File: config.mk
export PLATFORM = sky130hd
export DESIGN_NAME = mac_reg_bank
export DESIGN_NICKNAME = d
export VERILOG_FILES = /design/src/rtl/mac_reg_bank.sv
export SDC_FILE = /design/constraint.sdc
export NUM_CORES = 2
export LEC_CHECK = 0
export CAP_MARGIN = 15
export CORE_MARGIN = 8
export CORE_UTILIZATION = 30
export CTS_BUF_LIST = sky130_fd_sc_hd__clkbuf_2 sky130_fd_sc_hd__clkbuf_4 sky130_fd_sc_hd__clkbuf_8
export DETAILED_ROUTE_END_ITERATION = 6
export PLACE_DENSITY = 0.64
export REMOVE_ABC_BUFFERS = 1
export SLEW_MARGIN = 0
export SYNTH_ARGS = -nofsm -noshare
export SYNTH_HDL_FRONTEND = slang
export SYNTH_SLANG_ARGS = --single-unit
File: constraint.sdc
create_clock -name Clk_reg -period 2.1 [get_ports Clk_reg]
set_clock_uncertainty 0.2 [all_clocks]
set_input_delay 0.315 -clock Clk_reg [delete_from_list [all_inputs] [get_ports Clk_reg]]
set_output_delay 0.315 -clock Clk_reg [all_outputs]
set_load 0.02 [all_outputs]
File: src/rtl/mac_reg_bank.sv
`default_nettype none
// ============================================================================
// Module   : mac_reg_bank
// Summary  : Host CSR bank for the tri-mode MAC. Holds control/pulse registers,
//            a W1C sticky status with interrupt, and an RMON counter fetch engine.
// Revision : 1.0 - initial release
// ============================================================================
module mac_reg_bank #(
  parameter int                 DW         = 16,
  parameter int                 AW         = 8,
  parameter int                 NREG       = 35,
  parameter logic [NREG*DW-1:0] INIT       = '0,
  parameter logic [NREG-1:0]    PULSE_MASK = '0,
  parameter int                 NSTS       = 8,
  parameter int                 TMO_CYC    = 1024
) (
  input  logic                 Clk_reg,
  input  logic                 Reset,
  input  logic                 CSB,
  input  logic                 WRB,
  input  logic [AW-1:0]        CA,
  input  logic [DW-1:0]        CD_in,
  output logic [DW-1:0]        CD_out,
  output logic                 CD_out_vld,
  output logic [NREG*DW-1:0]   reg_q,
  input  logic [NSTS-1:0]      sts_in,
  output logic                 irq,
  output logic [5:0]           CPU_rd_addr,
  output logic                 CPU_rd_apply,
  input  logic                 CPU_rd_grant,
  input  logic [31:0]          CPU_rd_dout
);

  localparam int IW = AW - 1;
  localparam int CW = $clog2(TMO_CYC);

  localparam logic [IW-1:0] C_IDX_STS   = IW'(NREG);
  localparam logic [IW-1:0] C_IDX_MASK  = IW'(NREG + 1);
  localparam logic [IW-1:0] C_IDX_CMD   = IW'(NREG + 2);
  localparam logic [IW-1:0] C_IDX_RSTAT = IW'(NREG + 3);
  localparam logic [IW-1:0] C_IDX_DLO   = IW'(NREG + 4);
  localparam logic [IW-1:0] C_IDX_DHI   = IW'(NREG + 5);
  localparam logic [CW-1:0] C_CNT_LAST  = CW'(TMO_CYC - 1);

  typedef enum logic [0:0] {
    ST_IDLE = 1'b0,
    ST_REQ  = 1'b1
  } rmon_state_e;

  logic [IW-1:0]   w_idx;
  logic            w_wr_acc;
  logic            w_rd;
  logic            w_wr_p;
  logic            wr_acc_q;
  logic            unused_ca0;

  assign w_idx      = CA[AW-1:1];
  assign unused_ca0 = CA[0];
  assign w_wr_acc   = !CSB && !WRB;
  assign w_rd       = !CSB && WRB;
  // A held write strobe only acts on its first cycle.
  assign w_wr_p     = w_wr_acc && !wr_acc_q;

  // --------------------------------------------------------------------------
  // Control registers
  // --------------------------------------------------------------------------
  for (genvar i = 0; i < NREG; i++) begin : g_ctl
    localparam logic [DW-1:0] C_INIT_I = INIT[i*DW +: DW];
    logic [DW-1:0] ctl_q;
    logic [DW-1:0] ctl_d;

    always_comb begin
      ctl_d = ctl_q;
      if (w_wr_p && (w_idx == IW'(i))) begin
        ctl_d = CD_in;
      end else if (PULSE_MASK[i]) begin
        ctl_d = C_INIT_I;
      end
    end

    always_ff @(posedge Clk_reg) begin
      if (Reset) begin
        ctl_q <= C_INIT_I;
      end else begin
        ctl_q <= ctl_d;
      end
    end

    assign reg_q[i*DW +: DW] = ctl_q;
  end

  // --------------------------------------------------------------------------
  // Sticky status, interrupt mask
  // --------------------------------------------------------------------------
  logic [NSTS-1:0] sticky_q;
  logic [NSTS-1:0] sticky_d;
  logic [NSTS-1:0] w_w1c;
  logic [DW-1:0]   mask_q;
  logic [DW-1:0]   mask_d;
  logic            irq_q;

  always_comb begin
    w_w1c  = '0;
    mask_d = mask_q;
    if (w_wr_p && (w_idx == C_IDX_STS)) begin
      w_w1c = CD_in[NSTS-1:0];
    end
    if (w_wr_p && (w_idx == C_IDX_MASK)) begin
      mask_d = CD_in;
    end
    // OR-ing the new events last lets a set beat a concurrent clear.
    sticky_d = (sticky_q & ~w_w1c) | sts_in;
  end

  // --------------------------------------------------------------------------
  // RMON fetch engine
  // --------------------------------------------------------------------------
  rmon_state_e   state_q, state_d;
  logic [5:0]    addr_q, addr_d;
  logic          apply_q, apply_d;
  logic          busy_q, busy_d;
  logic          done_q, done_d;
  logic          tmo_q, tmo_d;
  logic [CW-1:0] cnt_q, cnt_d;
  logic [31:0]   data_q, data_d;

  always_ff @(posedge Clk_reg) begin
    if (Reset) begin
      state_q <= ST_IDLE;
      addr_q  <= '0;
      apply_q <= 1'b0;
      busy_q  <= 1'b0;
      done_q  <= 1'b0;
      tmo_q   <= 1'b0;
      cnt_q   <= '0;
      data_q  <= '0;
    end else begin
      state_q <= state_d;
      addr_q  <= addr_d;
      apply_q <= apply_d;
      busy_q  <= busy_d;
      done_q  <= done_d;
      tmo_q   <= tmo_d;
      cnt_q   <= cnt_d;
      data_q  <= data_d;
    end
  end

  always_comb begin
    state_d = state_q;
    addr_d  = addr_q;
    apply_d = apply_q;
    busy_d  = busy_q;
    done_d  = done_q;
    tmo_d   = tmo_q;
    cnt_d   = cnt_q;
    data_d  = data_q;
    case (state_q)
      ST_IDLE: begin
        if (w_wr_p && (w_idx == C_IDX_CMD)) begin
          state_d = ST_REQ;
          addr_d  = CD_in[5:0];
          apply_d = 1'b1;
          busy_d  = 1'b1;
          done_d  = 1'b0;
          tmo_d   = 1'b0;
          cnt_d   = '0;
        end
      end
      ST_REQ: begin
        // Grant is checked first so a grant on the last allowed cycle still captures.
        if (CPU_rd_grant) begin
          data_d  = CPU_rd_dout;
          apply_d = 1'b0;
          done_d  = 1'b1;
          busy_d  = 1'b0;
          state_d = ST_IDLE;
        end else if (cnt_q == C_CNT_LAST) begin
          apply_d = 1'b0;
          tmo_d   = 1'b1;
          busy_d  = 1'b0;
          state_d = ST_IDLE;
        end else begin
          cnt_d = cnt_q + CW'(1);
        end
      end
      default: begin
        state_d = ST_IDLE;
      end
    endcase
  end

  // --------------------------------------------------------------------------
  // Read mux and registered host-side outputs
  // --------------------------------------------------------------------------
  logic [DW-1:0] w_rdata;
  logic [DW-1:0] cd_out_q;
  logic          cd_vld_q;

  always_comb begin
    w_rdata = '0;
    for (int i = 0; i < NREG; i++) begin
      if (w_idx == IW'(i)) begin
        w_rdata = reg_q[i*DW +: DW];
      end
    end
    case (w_idx)
      C_IDX_STS:   w_rdata = DW'(sticky_q);
      C_IDX_MASK:  w_rdata = mask_q;
      C_IDX_CMD:   w_rdata = DW'(addr_q);
      C_IDX_RSTAT: w_rdata = DW'({tmo_q, done_q, busy_q});
      C_IDX_DLO:   w_rdata = DW'(data_q[15:0]);
      C_IDX_DHI:   w_rdata = DW'(data_q[31:16]);
      default:     ;
    endcase
  end

  always_ff @(posedge Clk_reg) begin
    if (Reset) begin
      wr_acc_q <= 1'b0;
      sticky_q <= '0;
      mask_q   <= '0;
      irq_q    <= 1'b0;
      cd_out_q <= '0;
      cd_vld_q <= 1'b0;
    end else begin
      wr_acc_q <= w_wr_acc;
      sticky_q <= sticky_d;
      mask_q   <= mask_d;
      irq_q    <= |(sticky_q & mask_q[NSTS-1:0]);
      cd_out_q <= w_rd ? w_rdata : '0;
      cd_vld_q <= w_rd;
    end
  end

  assign CD_out       = cd_out_q;
  assign CD_out_vld   = cd_vld_q;
  assign irq          = irq_q;
  assign CPU_rd_addr  = addr_q;
  assign CPU_rd_apply = apply_q;

endmodule
`default_nettype wire

Yosys cells after proc, flatten, opt, wreduce, memory -nomap -nowiden --
Index checks and enable logic that the tools add are counted.
Word-level totals: flip-flop bits (word level) 655, bits of input ports 69, output and inout port bits 585, word-level logic and storage cells 210
Cells by class: add/sub/neg operators 1, equal/unequal tests 47, muxes and demuxes 55, bitwise operators 6, reduce and logical (&&, ||, !) cells 53
Operators with widths (number):
- $mux W16 | 35
- $eq A7 B5 Y1 const B | 16
- $pmux W16 S6 | 1
- $eq A7 B6 Y1 const B | 9
- $eq A7 B4 Y1 const B | 8
- $logic_and A1 B1 Y1 | 41
- $mux W10 | 3
- $eq A7 B3 Y1 const B | 4
- $pmux W10 S2 | 1
- $and A8 B8 Y8 | 2
- $eq A7 B2 Y1 const B | 2
- $add A10 B1 Y10 const B | 1
- $eq A10 B10 Y1 const B | 1
- $mux W1 | 10
- $mux W8 | 1
- $ne A2 B2 Y1 const B | 4
- $not A8 Y8 | 1
- $or A8 B8 Y8 | 1
- $pmux W1 S2 | 4
- $reduce_and A2 Y1 | 4
- $reduce_or A8 Y1 | 1
- $eq A7 B1 Y1 const B | 1
- $logic_not A7 Y1 | 1
- $reduce_and A3 Y1 | 2
- 5 further kinds | 8

Longest topological paths before layout --
depth after elaboration 37, gate-level depth with buffers 12, mapped depth without buffers 8

Worst setup path before layout --
No wires, ideal clock.
path kind input to register, start point input CA[6], end point register cd_out_q[12], in the netlist CD_out[12], setup time 133 ps, arrival time 1993 ps, data required time 1767 ps, setup slack -226 ps, stages on the path 9, path buffers 2, path through buf_4 -> or3b_1 -> buf_2 -> a211o_1 -> a22oi_2 -> o221ai_1 -> and2_4 -> nor4b_4 -> a221oi_2
On the way: longest elaborated chain between the ends 37, elaborated cells between the ends (all ways) 77, classes of those cells eq/ne (40); mux (36); reduce/logical (1)
Ends and longest elaborated chain:
- start, declared | line 21 | input logic [AW-1:0] CA,
- $logic_not A7 Y1 | line 203 | if (w_idx == IW'(i)) begin
- $mux W16 (35 in series) | line 203
- $pmux W16 S6 (*) | line 207 | case (w_idx)
- end signal, assigned | line 231 | cd_out_q <= w_rd ? w_rdata : '0;
- end, declared | line 197 | logic [DW-1:0] cd_out_q;
Mark *: on every way between the ends. The rest lies on a longest branch, timed or not. A chain may end at the register's enable or synchronous reset.

Worst setup path in the final report --
start point register g_ctl[2].ctl_q[9], end point register cd_out_q[9], in the netlist CD_out[9]
On the way: longest elaborated chain between the ends 34
Ends and longest elaborated chain:
- start, declared | line 69 | logic [DW-1:0] ctl_q;
- start signal, assigned | line 85 | ctl_q <= ctl_d;
- $mux W16 (33 in series) | line 203
- $pmux W16 S6 | line 207
Every way passes these cells.

==> run_results.csv <==
group,metric,value,unit
place,dp.final_hpwl,134,mm
floorplanning,start_util,0.303,
outcome,violations,"negative setup slack",
grt,antenna_found_initial,5,
clocking,clk_pin_slew,0.07,ns
pwr,vdd_drop_max,472,µV
grt,grt_usage,0.315,
detailed_routing,drt_iter0_drc,3870,
clocking,cts_made_buffers,112,
finish,instances_no_fill,6374,
floorplanning,core,96700,µm²
logic_synthesis,ys_top_cells_by_area,"dfxtp_1, nand2_1, a21oi_1",
finish,syn2layout_area_growth,56.9,%
clocking,htreeDepth,3,
sta,tightest_slew,0.737,ns
finish,layout_commonest_cell,"nand2_1",
sta,setup_viol,7,
pwr,power.switching,7.28,mW
detailed_routing,drt_pass1_iterations,6,
detailed_routing,drt_drc_violations_left,0,
logic_synthesis,yosys.area.top_type,"dfxtp_1",
pwr,power_density,607,nW/µm²
finish,final_cell_mix,"nand2_1, a21oi_1, dfxtp_1, buf_4, clkdlybuf4s15_2",
clocking,cts_tree,"done",
sta,worst_slack,-0.232,ns
place,place.gp.congestion,1.01,
sta,fmax,429,MHz
finish,drive_gt1_frac,0.279,
sta,setup_tns,-0.380,ns
worst_setup_path,cp.arrival,2.82,ns
worst_setup_path,crit_fanout,2,
place,placed_cells,6110,
hold_path,hp-class,"input port to flip-flop",
logic_synthesis,ys_types,99,
floorplanning,ios,654,
logic_synthesis,async_flop_share,0,
clocking,clockBufferDepth,3,
logic_synthesis,syn_area,29300,µm²
flow_run,drv_cap,0,
detailed_routing,routed_wl,180,mm
pwr,p_clk_frac,0.463,
detailed_routing,post_drt_wl_per_cell,28.2,µm
logic_synthesis,synth_cells,3856,
detailed_routing,ant_nets,0,
grt,grt_pass1_wl,250,mm
logic_synthesis,yosysWarningCount,0,
detailed_routing,routed_via_density,5.50,
sta,finalCriticalPeriod,2.33,ns
grt,grt.overflow.total,0,
detailed_routing,via_count,35100,
floorplanning,die_w,328,µm
sta,slew_viol_final,0,
outcome,status,"finished with violations",
pwr,p_leak,17.6,nW
worst_setup_path,reg2reg_slack,-0.23,ns
worst_setup_path,critPathLaunchType,"flip-flop",
sta,rsz0062_at_grt,"yes",
logic_synthesis,synth-edff-count,0,
worst_setup_path,worstSetupPathType,"flip-flop to flip-flop",
logic_synthesis,synth_ff_type,"dfxtp_1",
clocking,clk_latency,0.79,ns
worst_setup_path,endpoint_kind,"flip-flop",
floorplanning,die_height,328,µm
sta,slew-limit-headroom,0.508,
logic_synthesis,ys_seq_area_frac,0.448,
pwr,switching_share,0.261,
logic_synthesis,ys_ff_latch,655,
clocking,clock_sinks,655,
pwr,total_power,27.9,mW
finish,finish.utilization,0.475,
pwr,p_seq_frac,0.448,
sta,timing.final.crit_share,1.11,
finish,final_nets,5082,
floorplanning,std_cell_rows,114,
grt,grt_pass1_vias,33700,
logic_synthesis,yosysTopAreaCellShare,0.448,
pwr,p_comb_frac,0.089,
sta,hold_viol_final,0,
clocking,root_buffer,"clkbuf_8",
finish,final.fill_count,9599,
grt,grt_start_max_net_pins,118,
pwr,intPower,20.6,mW
floorplanning,die_area,108000,µm²
logic_synthesis,syn_avg_cell_area,7.59,µm²
worst_setup_path,worstPathRequired,2.59,ns
place,numPortBuffers,652,
==> through the flow <==
step	hold WS (ns)	area (µm²)	setup slack, ns
after floorplan	0.184	27700	-1.11
after global placement	0.241	42100	-1.10
final	0.0328	45900	-0.232
after CTS	0.00166	45600	-0.221
after detailed placement	0.247	42100	-1.12
after global routing	0.0384	45900	-0.255
==> final timing paths <==
kind | from | endpoint | cells after the start
worst max-delay path | g_ctl[2].ctl_q[9] | CD_out[9] | 8
worst max register to register | g_ctl[2].ctl_q[9] | CD_out[9] | 8
worst min-delay path | WRB | wr_acc_q | 3
worst min register to register | mask_q[11] | mask_q[11] | 2
==> power by group through the flow <==
stage | Sequential (mW) | Combinational (mW) | Clock (mW)
final | 12.5 | 2.48 | 12.9
after global placement | 12.8 | 2.23 | 0
after floorplan | 12.8 | 0.432 | 0
after global routing | 12.5 | 2.52 | 13.5
after detailed placement | 12.8 | 2.23 | 0
after CTS | 12.5 | 2.36 | 13.0
==> layer usage <==
layer	vias to the layer above	GRT usage	routed length, µm	part of all wire
met1	16900	0.380	67400	0.37
met2	2163	0.486	78400	0.44
met4	4	0.166	11300	0.063
met3	492	0.119	22900	0.13
li1	15500	-	-	-
met5	-	0	24	0.00013
==> Yosys cell counts, drive strengths merged (8+ instances only) <==
| cell | n |
|---|---|
| a211oi | 16 |
| a21oi | 707 |
| a221oi | 18 |
| a22o | 11 |
| a22oi | 65 |
| a31oi | 13 |
| and2 | 8 |
| buf | 140 |
| clkbuf | 197 |
| dfxtp | 655 |
| inv | 8 |
| mux2 | 39 |
| mux2i | 49 |
| mux4 | 15 |
| nand2 | 1340 |
| nand2b | 13 |
| nand3 | 33 |
| nor2 | 153 |
| nor2b | 12 |
| nor3 | 34 |
| o211ai | 14 |
| o21ai | 81 |
| o221ai | 16 |
| o22ai | 57 |
| o31ai | 8 |
| or3 | 12 |
==> critical path, cell delays in order, from the launching register on <==
cell,delay (ns)
dfxtp_1,0.31
mux2_4,0.27
mux4_2,0.49
a21oi_2,0.17
buf_4,0.16
o211ai_1,0.10
a21o_1,0.20
o2bb2ai_2,0.14
a22o_1,0.18
==> kinds of logic (layout without fill, tap and decap cells) <==
family                     Yosys count  after routing  share of synthesized area
and+or+nand+nor                   1657           1657                      0.235
buffers and inverters              346           1587                     0.0553
other                                0              1                          0
muxes                              103            103                     0.0433
DFF                                655            655                      0.448
AOI/OAI and AO/OA                 1088           1088                      0.216
adders and majority gates            1              1                   0.000428
xor gates and xnor gates             6              6                    0.00180
==> area by class of cell <==
type | instances | area (µm²) | share of cell area
Antenna cell | 1 | 2.50 | 0.0000545
Clock buffer | 178 | 2270 | 0.0495
Clock inverter | 21 | 208 | 0.00452
Inverter | 9 | 33.8 | 0.000736
Multi-Input combinational cell | 2855 | 15200 | 0.331
Sequential cell | 655 | 13200 | 0.287
Tap cell | 1276 | 1600 | 0.0348
Timing Repair Buffer | 1379 | 13400 | 0.292
==> state kept, by name (all words and copies together), names as in the netlist <==
name,flops
g_ctl.ctl_q,560
busy_q,1
irq,1
cnt_q,10
sticky_q,8
CPU_rd_addr,6
wr_acc_q,1
mask_q,16
CD_out,16
data_q,32
done_q,1
tmo_q,1
state_q,1
CD_out_vld,1
==> repair_timing <==
item,4_1_cts,5_1_grt
pin swaps,31,43
hold buffers,57,0
cloned,0,1
endpoints found under the hold margin,562,0
gates resized for setup,1394,111
buffers inserted,4,5
setup endpoints to repair,756,126
Note: power is estimated with default switching activity, not from simulation.
